## src/rtl/utils_top.sv

```systemverilog
// rtl/utils_top.sv - shared opcodes, load encodings and state type for the writeback stage
// Contents: OP_* opcodes, F3_* load funct3 encodings, INST_NOP, wb_state_t.
package utils_top;

    localparam logic [6:0] OP_LOAD   = 7'b0000011;
    localparam logic [6:0] OP_STORE  = 7'b0100011;
    localparam logic [6:0] OP_BRANCH = 7'b1100011;

    localparam logic [2:0] F3_LB  = 3'b000;
    localparam logic [2:0] F3_LH  = 3'b001;
    localparam logic [2:0] F3_LW  = 3'b010;
    localparam logic [2:0] F3_LBU = 3'b100;
    localparam logic [2:0] F3_LHU = 3'b101;

    // addi x0,x0,0: decode writes the regfile unconditionally, so idle cycles target x0
    localparam logic [31:0] INST_NOP = 32'h0000_0013;

    typedef enum logic {
        IDLE      = 1'b0,
        LOAD_WAIT = 1'b1
    } wb_state_t;

endpackage

```

## src/rtl/writeback_ldfmt.sv

```systemverilog
// rtl/writeback_ldfmt.sv - load data alignment, extension and error detection
// Ports: funct3/offset select the access, rdat is the raw word, dat the formatted
//        result (0 on error), err flags misaligned or unsupported encodings.
module writeback_ldfmt
    import utils_top::*;
(
    input  logic [2:0]  funct3,
    input  logic [1:0]  offset,
    input  logic [31:0] rdat,
    output logic [31:0] dat,
    output logic        err
);

    logic [7:0]  byte_sel;
    logic [15:0] half_sel;

    always_comb begin
        byte_sel = 8'h00;
        case (offset)
            2'd0: byte_sel = rdat[7:0];
            2'd1: byte_sel = rdat[15:8];
            2'd2: byte_sel = rdat[23:16];
            2'd3: byte_sel = rdat[31:24];
            default: byte_sel = 8'h00;
        endcase
        half_sel = offset[1] ? rdat[31:16] : rdat[15:0];
    end

    always_comb begin
        dat = 32'h0;
        err = 1'b0;
        case (funct3)
            F3_LB:  dat = {{24{byte_sel[7]}}, byte_sel};
            F3_LBU: dat = {24'h0, byte_sel};
            F3_LH: begin
                if (offset[0]) err = 1'b1;
                else           dat = {{16{half_sel[15]}}, half_sel};
            end
            F3_LHU: begin
                if (offset[0]) err = 1'b1;
                else           dat = {16'h0, half_sel};
            end
            F3_LW: begin
                if (offset != 2'd0) err = 1'b1;
                else                dat = rdat;
            end
            default: err = 1'b1;
        endcase
    end

endmodule

```

## src/rtl/writeback_top.sv

```systemverilog
// rtl/writeback_top.sv - writeback stage: commits results, waits for load data with timeout
// Ports: clk/rst (async active-high); mem_vld/mem_rdy/mem_inst/mem_res from memory stage;
//        dmem_rvld/dmem_rdat load response; wb_inst/wb_dat/wb_vld/wb_err registered commit.
module writeback_top
    import utils_top::*;
#(
    parameter int TMO_CYC = 15
)
(
    input  logic        clk,
    input  logic        rst,
    input  logic        mem_vld,
    output logic        mem_rdy,
    input  logic [31:0] mem_inst,
    input  logic [31:0] mem_res,
    input  logic        dmem_rvld,
    input  logic [31:0] dmem_rdat,
    output logic [31:0] wb_inst,
    output logic [31:0] wb_dat,
    output logic        wb_vld,
    output logic        wb_err
);

    localparam int CNT_W = $clog2(TMO_CYC);
    localparam logic [CNT_W-1:0] CNT_LAST = CNT_W'(TMO_CYC - 1);

    wb_state_t        state;
    logic [CNT_W-1:0] cnt;
    logic [31:0]      ld_inst;
    logic [1:0]       ld_off;   // only the byte offset of the load address matters here
    logic [31:0]      fmt_dat;
    logic             fmt_err;

    assign mem_rdy = (state == IDLE);

    writeback_ldfmt u_ldfmt (
        .funct3 (ld_inst[14:12]),
        .offset (ld_off),
        .rdat   (dmem_rdat),
        .dat    (fmt_dat),
        .err    (fmt_err)
    );

    always_ff @(posedge clk or posedge rst) begin
        if (rst) begin
            state   <= IDLE;
            cnt     <= '0;
            ld_inst <= INST_NOP;
            ld_off  <= 2'd0;
            wb_inst <= INST_NOP;
            wb_dat  <= 32'h0;
            wb_vld  <= 1'b0;
            wb_err  <= 1'b0;
        end else begin
            wb_inst <= INST_NOP;
            wb_dat  <= 32'h0;
            wb_vld  <= 1'b0;
            wb_err  <= 1'b0;
            case (state)
                IDLE: begin
                    // dmem_rvld is deliberately ignored here: any response is stale
                    if (mem_vld) begin
                        if (mem_inst[6:0] == OP_LOAD) begin
                            state   <= LOAD_WAIT;
                            cnt     <= '0;
                            ld_inst <= mem_inst;
                            ld_off  <= mem_res[1:0];
                        end else begin
                            wb_inst <= mem_inst;
                            wb_dat  <= mem_res;
                            wb_vld  <= 1'b1;
                        end
                    end
                end
                LOAD_WAIT: begin
                    // a response arriving on the last allowed cycle still wins
                    if (dmem_rvld) begin
                        state   <= IDLE;
                        wb_inst <= ld_inst;
                        wb_dat  <= fmt_dat;
                        wb_err  <= fmt_err;
                        wb_vld  <= 1'b1;
                    end else if (cnt == CNT_LAST) begin
                        state   <= IDLE;
                        wb_inst <= ld_inst;
                        wb_err  <= 1'b1;
                        wb_vld  <= 1'b1;
                    end else begin
                        cnt <= cnt + 1'b1;
                    end
                end
                default: state <= IDLE;
            endcase
        end
    end

endmodule

```

## config.mk

```make
export PLATFORM = sky130hd
export DESIGN_NAME = writeback_top
export DESIGN_NICKNAME = d
export VERILOG_FILES = /design/src/rtl/utils_top.sv /design/src/rtl/writeback_ldfmt.sv /design/src/rtl/writeback_top.sv
export SDC_FILE = /design/constraint.sdc
export NUM_CORES = 1
export LEC_CHECK = 0
export CORE_AREA = 2 2 106 108
export CTS_CLUSTER_DIAMETER = 50
export DETAILED_ROUTE_END_ITERATION = 10
export DIE_AREA = 0 0 108 110
export PLACE_DENSITY = 0.79
export SYNTH_ARGS = -nofsm -noshare
export SYNTH_HDL_FRONTEND = slang
export SYNTH_SLANG_ARGS = --single-unit
export TNS_END_PERCENT = 50
```

## constraint.sdc

```tcl
create_clock -name clk -period 4.44 [get_ports clk]
set_clock_uncertainty 0.2 [all_clocks]
set_input_delay 0.888 -clock clk [delete_from_list [all_inputs] [get_ports clk]]
set_output_delay 0.888 -clock clk [all_outputs]
set_load 0.02 [all_outputs]
```

* Word level (Yosys, flattened, before mapping)
Index checks and enable logic that the tools add are counted.
Cells by class: reductions and logical operators 7, order comparisons 0, multiply operators 0, div/mod/pow operators 0, add/subtract/negate cells 1, mux-type cells 35, bitwise logic cells 1, eq/ne operators 13, shift operators 0
Operator list (count):
- 32-bit 2-to-1 mux | 9
- 32-bit one-hot mux with 5 select lines | 1
- 32-bit one-hot mux with 2 select lines | 2
- 16-bit 2-to-1 mux | 2
- 8-bit one-hot mux with 4 select lines | 1
- 4-bit 2-to-1 mux | 4
- 1-bit 2-to-1 mux | 12
- 4-bit one-hot mux with 2 select lines | 1
- 7-bit by 2-bit == test with 1-bit output, second input constant | 1
- 3-bit == test, second input constant | 2
- 2-bit != test, second input constant | 3
- 4-bit by 1-bit adder with 4-bit output, second input constant | 1
- 2-bit == test, second input constant | 2
- 4-bit == test, second input constant | 1
- 1-bit one-hot mux with 2 select lines | 2
- 4-bit AND reduction | 1
- 2-bit OR reduction | 2
- 3-bit by 1-bit == test with 1-bit output, second input constant | 1
- 3-bit by 2-bit == test with 1-bit output, second input constant | 1
- 3-bit logical NOT | 1
- 1-bit one-hot mux with 3 select lines | 1
- 3-bit AND reduction | 1
- 2-bit by 1-bit == test with 1-bit output, second input constant | 1
- 2-bit logical NOT | 1
- 3 further kinds | 3
Storage, ports and cells: register bits after elaboration 105, output and inout bits 67, input port bits 100, word-level logic and storage cells 65, memories kept 0, bits in read-only memories 0, memory bits (writable) 0, latch bits 0

* Longest topological paths before layout
word-level depth 5, gate-level depth with buffers 8, depth with buffers taken out 6

* Hierarchy
From an unflattened synthesis, not the netlist that was laid out.
Unflattened totals: cells, all modules 367, area, all modules 4819.6 µm²
By module, submodules not included:
- writeback_top | times used 1, seq. area each 2635.0 µm², area an instance 4018.9 µm², cells an instance 259
- writeback_ldfmt | times used 1, seq. area each 0.0 µm², area an instance 800.8 µm², cells an instance 108

* Worst setup path before layout
No wires, ideal clock.
path type input-to-reg, from input mem_inst[2], to register wb_dat[18], library setup time 0.129 ns, data required time 4.111 ns, setup slack 2.180 ns, data arrival time 1.931 ns, cell stages on the path 5, path buffers 1, path through nor3_1 a21oi_2 buf_4 a221oi_1 a21oi_1
On the way: longest elaborated chain between the ends 4
RTL lines:
- start, declared | line writeback_top.sv:14 | input logic [31:0] mem_inst,
- 7-bit by 2-bit == test with 1-bit output | line writeback_top.sv:63 | if (mem_inst[6:0] == OP_LOAD) begin
- 32-bit 2-to-1 mux | line writeback_top.sv:63
- 32-bit 2-to-1 mux | line writeback_top.sv:62 | if (mem_vld) begin
- 32-bit one-hot mux with 2 select lines | line writeback_top.sv:59 | case (state)
- end signal, assigned | line writeback_top.sv:70 | wb_dat <= mem_res;
- end signal, assigned | line writeback_top.sv:80 | wb_dat <= fmt_dat;
- end, declared | line writeback_top.sv:19 | output logic [31:0] wb_dat,
Every way passes these cells. A chain may end at the register's enable or synchronous reset.

* Final worst setup path
from input mem_inst[2], to register wb_dat[29]
Same word-level chain as after synthesis.

==> summary.md <==
| Metric | Value |
|---|---|
| Run status | `complete, no violations` |
| Critical path's slowest cell | `nor3_1` |
| All-layer global routing usage | `23.20%` |
| Fin area | `between 6000 and 7000 um^2` |
| Clk sink count | `105` |
| Setup crit start kind | `input pin` |
| Unrepaired setup endpoints after global routing | `no` |
| Gpl congestion | `0.8573` |
| Internal power | `0.001523 W` |
| Drt drc | `0` |
| Critical path capture point type | `flop` |
| Yosys reg bits | `105` |
| Layout cells sized above 1 | `about 16%` |
| Pleak | `2.904 nW` |
| Clock power frac | `29.4%` |
| Max_cap viols | `0` |
| Fin crit share | `63.24%` |
| # setup viols final | `0` |
| Switch share | `28.32%` |
| Final slew viol count | `0` |
| Antenna violations before repair | `0` |
| # IOs | `167` |
| Vias | `3874` |
| Register area share after synthesis | `55.73%` |
| Crit path DAT | `between 2 and 3 ns` |
| Worst path bufs/invs | `2` |
| Clock transition at path regs | `about 0.11 ns` |
| Mean post-synth cell area | `12.74 um^2` |
| Die Span Y | `110 um` |
| Row cnt | `38` |
| Largest net degree at the start of global routing | `65` |
| Gate power share | `a little over a fifth` |
| Number of global-route vias before repair | `4110` |
| DR pass1 iterations | `4` |
| Post-synthesis cell type count | `48` |
| Post-Syn Nets | `473` |
| Worst endpoint required time | `4.46 ns` |
| Total chip power | `0.002124 W` |
| Post-Route WL | `13440 um` |
| Routed WL per cell | `20.09 um` |
| Startpoint of the worst register-to-register path | `ld_off[0]` |
| Ranking of synthesized cells by area | `dfrtp_1 52%, a22o_1 6.7%, mux2_2 6.4%` |
| Count leader, synth | `dfrtp_1` |
| Die Wd | `roughly 110 um` |
| Starting Density | `44.20%` |
| Max H-tree Level | `3` |
| Antenna cells | `0` |
| Sequential share of power | `49.9%` |
| Hold path startpoint | `ld_inst[29]` |
| Mapped Cells | `371` |
| Reg2reg path depth | `4` |
| Worst path cell trace | `clkdlybuf4s50_1, nor3_1, a21oi_4, buf_4, a221oi_2, a21oi_2` |
| Crit-path max FO | `23` |
| DP HPWL | `approximately 9600 um` |
| Setup bufs post-CTS | `0` |
| Slew at the pin closest to its max-slew limit | `0.9455 ns` |
| First-pass GRT wire length | `20960 um` |
| Fin. Hold Viols | `0` |
| Hold path endpoint | `wb_inst[29]` |
| Core area | `10700 um^2` |
| Leading area contributor after synthesis | `dfrtp_1` |
| VDD IR max | `0.2011 mV` |
| Min-Delay Path Class | `flop to flop` |
| CTS Buffer Depth | `2` |
| Layout area overhead | `41.33%` |
| Final min period | `2.808 ns` |
| Reg-to-reg setup timing slack | `1.76 ns` |
| R2r endpoint | `wb_dat[20]` |
| Routed Antenna Nets | `0` |
| Number of hold-repair buffers added at the cts stage | `0` |
| Net load switching power | `0.0006015 W` |
| Synth cell count leaders | `99 x dfrtp_1, 36 x a22o_1, 27 x mux2_2` |
| PD cells | `317.9 nW/um^2` |
| Ys async rst share | `100.0%` |
| Overflow left after global routing | `0` |
| Worst rel slew slack | `between 30% and 40%` |
| PostCTS Resize Cnt | `0` |
| Synth Flop Type | `dfrtp_1` |
| Area after DPL | `6474 um^2` |
| Die Area | `11880 um^2` |
| Final Net Count | `626` |
| CTS Buf Count | `9` |
| Setup CP Type | `input pin to flop` |
| Hold depth | `1` |
| Number of flops mapped to enable cells by yosys | `0` |
| CTS root buf | `clkbuf_8` |
| Vias/cell | `5.791` |
| CTS tree | `yes` |
| Top-area cell type share of the netlist area | `52.39%` |
| Crit-path leading delay family | `buffers and inverters` |
| Syn. warnings | `0` |
| Input/output buffers | `166` |
| Initial DRC Count | `199` |
| Mapped Area | `4728 um^2` |
| Max incr delay on CP | `0.52 ns` |
| Highest clock rate | `approximately 360 MHz` |
| Worst-skew pair later-pin latency | `0.37 ns` |
| # fillers | `881` |
| Post-route setup TNS | `0 ns` |
[state kept, by name, summed over array words and instances (netlist names)]
register and flops:
wb_inst 32, ld_off 2, state 1, cnt 4
wb_dat 32, ld_inst 32, wb_vld 1, wb_err 1
[layout by cell type (no fill, tap or decap), types with 2 or more instances in the layout]
| master | instances |
|---|---|
| a221oi_1 | 7 |
| a32oi_1 | 8 |
| o22a_1 | 3 |
| clkdlybuf4s50_1 | 166 |
| mux2_2 | 27 |
| a21o_1 | 2 |
| o21ai_0 | 4 |
| a221oi_2 | 10 |
| dfrtp_1 | 99 |
| o31ai_1 | 2 |
| nand2b_1 | 4 |
| nand3_1 | 7 |
| nand2_1 | 8 |
| nor3b_1 | 2 |
| inv_1 | 3 |
| a2bb2oi_1 | 16 |
| clkbuf_8 | 9 |
| ha_1 | 2 |
| and3_1 | 3 |
| dfstp_2 | 6 |
| nor2_1 | 10 |
| inv_8 | 2 |
| a22o_1 | 36 |
| buf_4 | 5 |
| and2_1 | 7 |
| a211o_1 | 7 |
| nor2b_1 | 10 |
| inv_6 | 2 |
| mux2i_1 | 7 |
| o22ai_1 | 6 |
| a21oi_1 | 16 |
| a21oi_2 | 10 |
| clkinvlp_4 | 2 |
[power by group through the flow]
| stage | clock network [W] | registers [W] | logic (W) |
|---|---|---|---|
| floorplan | 0 | 0.00111 | 0.000192 |
| global placement | 0 | 0.00107 | 0.000430 |
| detailed placement | 0 | 0.00108 | 0.000441 |
| CTS | 0.000639 | 0.00106 | 0.000443 |
| global route | 0.000685 | 0.00107 | 0.000474 |
| finish | 0.000624 | 0.00106 | 0.000442 |
[through the flow]
| step | setup slack (ns) | cells | hold WS (ns) | util (%) |
|---|---|---|---|---|
| finish | 1.632 | 669 | 0.2890 | 62.47 |
| global route | 1.514 | 669 | 0.3217 | 62.47 |
| CTS | 1.645 | 669 | 0.2999 | 62.47 |
| detailed placement | 1.259 | 653 | 0.2757 | 60.51 |
| global placement | 1.333 | 653 | 0.2682 | 60.51 |
| floorplan | 0.6014 | 371 | 0.2545 | - |
[final cells by class]
class	instances	area (um^2)	share of cell area, %
clock buffer	9	123.9	1.854
clock inverter	7	85.08	1.273
inverter	4	17.52	0.2621
multi-input combinational	232	1927	28.83
sequential	105	2635	39.43
tap	140	175.2	2.621
timing repair buffer	172	1719	25.73
[worst max-delay path by stage]
stage,startpoint,end,cells past startpoint
after global routing,mem_inst[2],wb_dat[29],6
after floorplan,rst,cnt[0],1
final,mem_inst[2],wb_dat[29],6
after CTS,state,mem_rdy,2
after global placement,mem_inst[2],wb_dat[28],6
after detailed placement,mem_inst[2],wb_dat[29],6
[cells by family after synthesis]
family          count (synthesis)  synth area share [%]
compound gates                135                 24.48
simple gates                   60                 7.330
buf+inv                        34                 3.837
xor+xnor                        1                0.1853
flops                         105                 55.73
mux                            34                 7.912
fa+ha+maj                       2                0.5292
[metal layers]
metal / share of wire, % / global-route usage [%] / wire, um
met3: 9.0 / 6.761 / 1212
met5: 0 / 0 / 0
met2: 50 / 39.31 / 6683
met1: 39 / 28.02 / 5250
met4: 2.2 / 9.158 / 293
No activity file was read; power rests on OpenSTA's default activity.
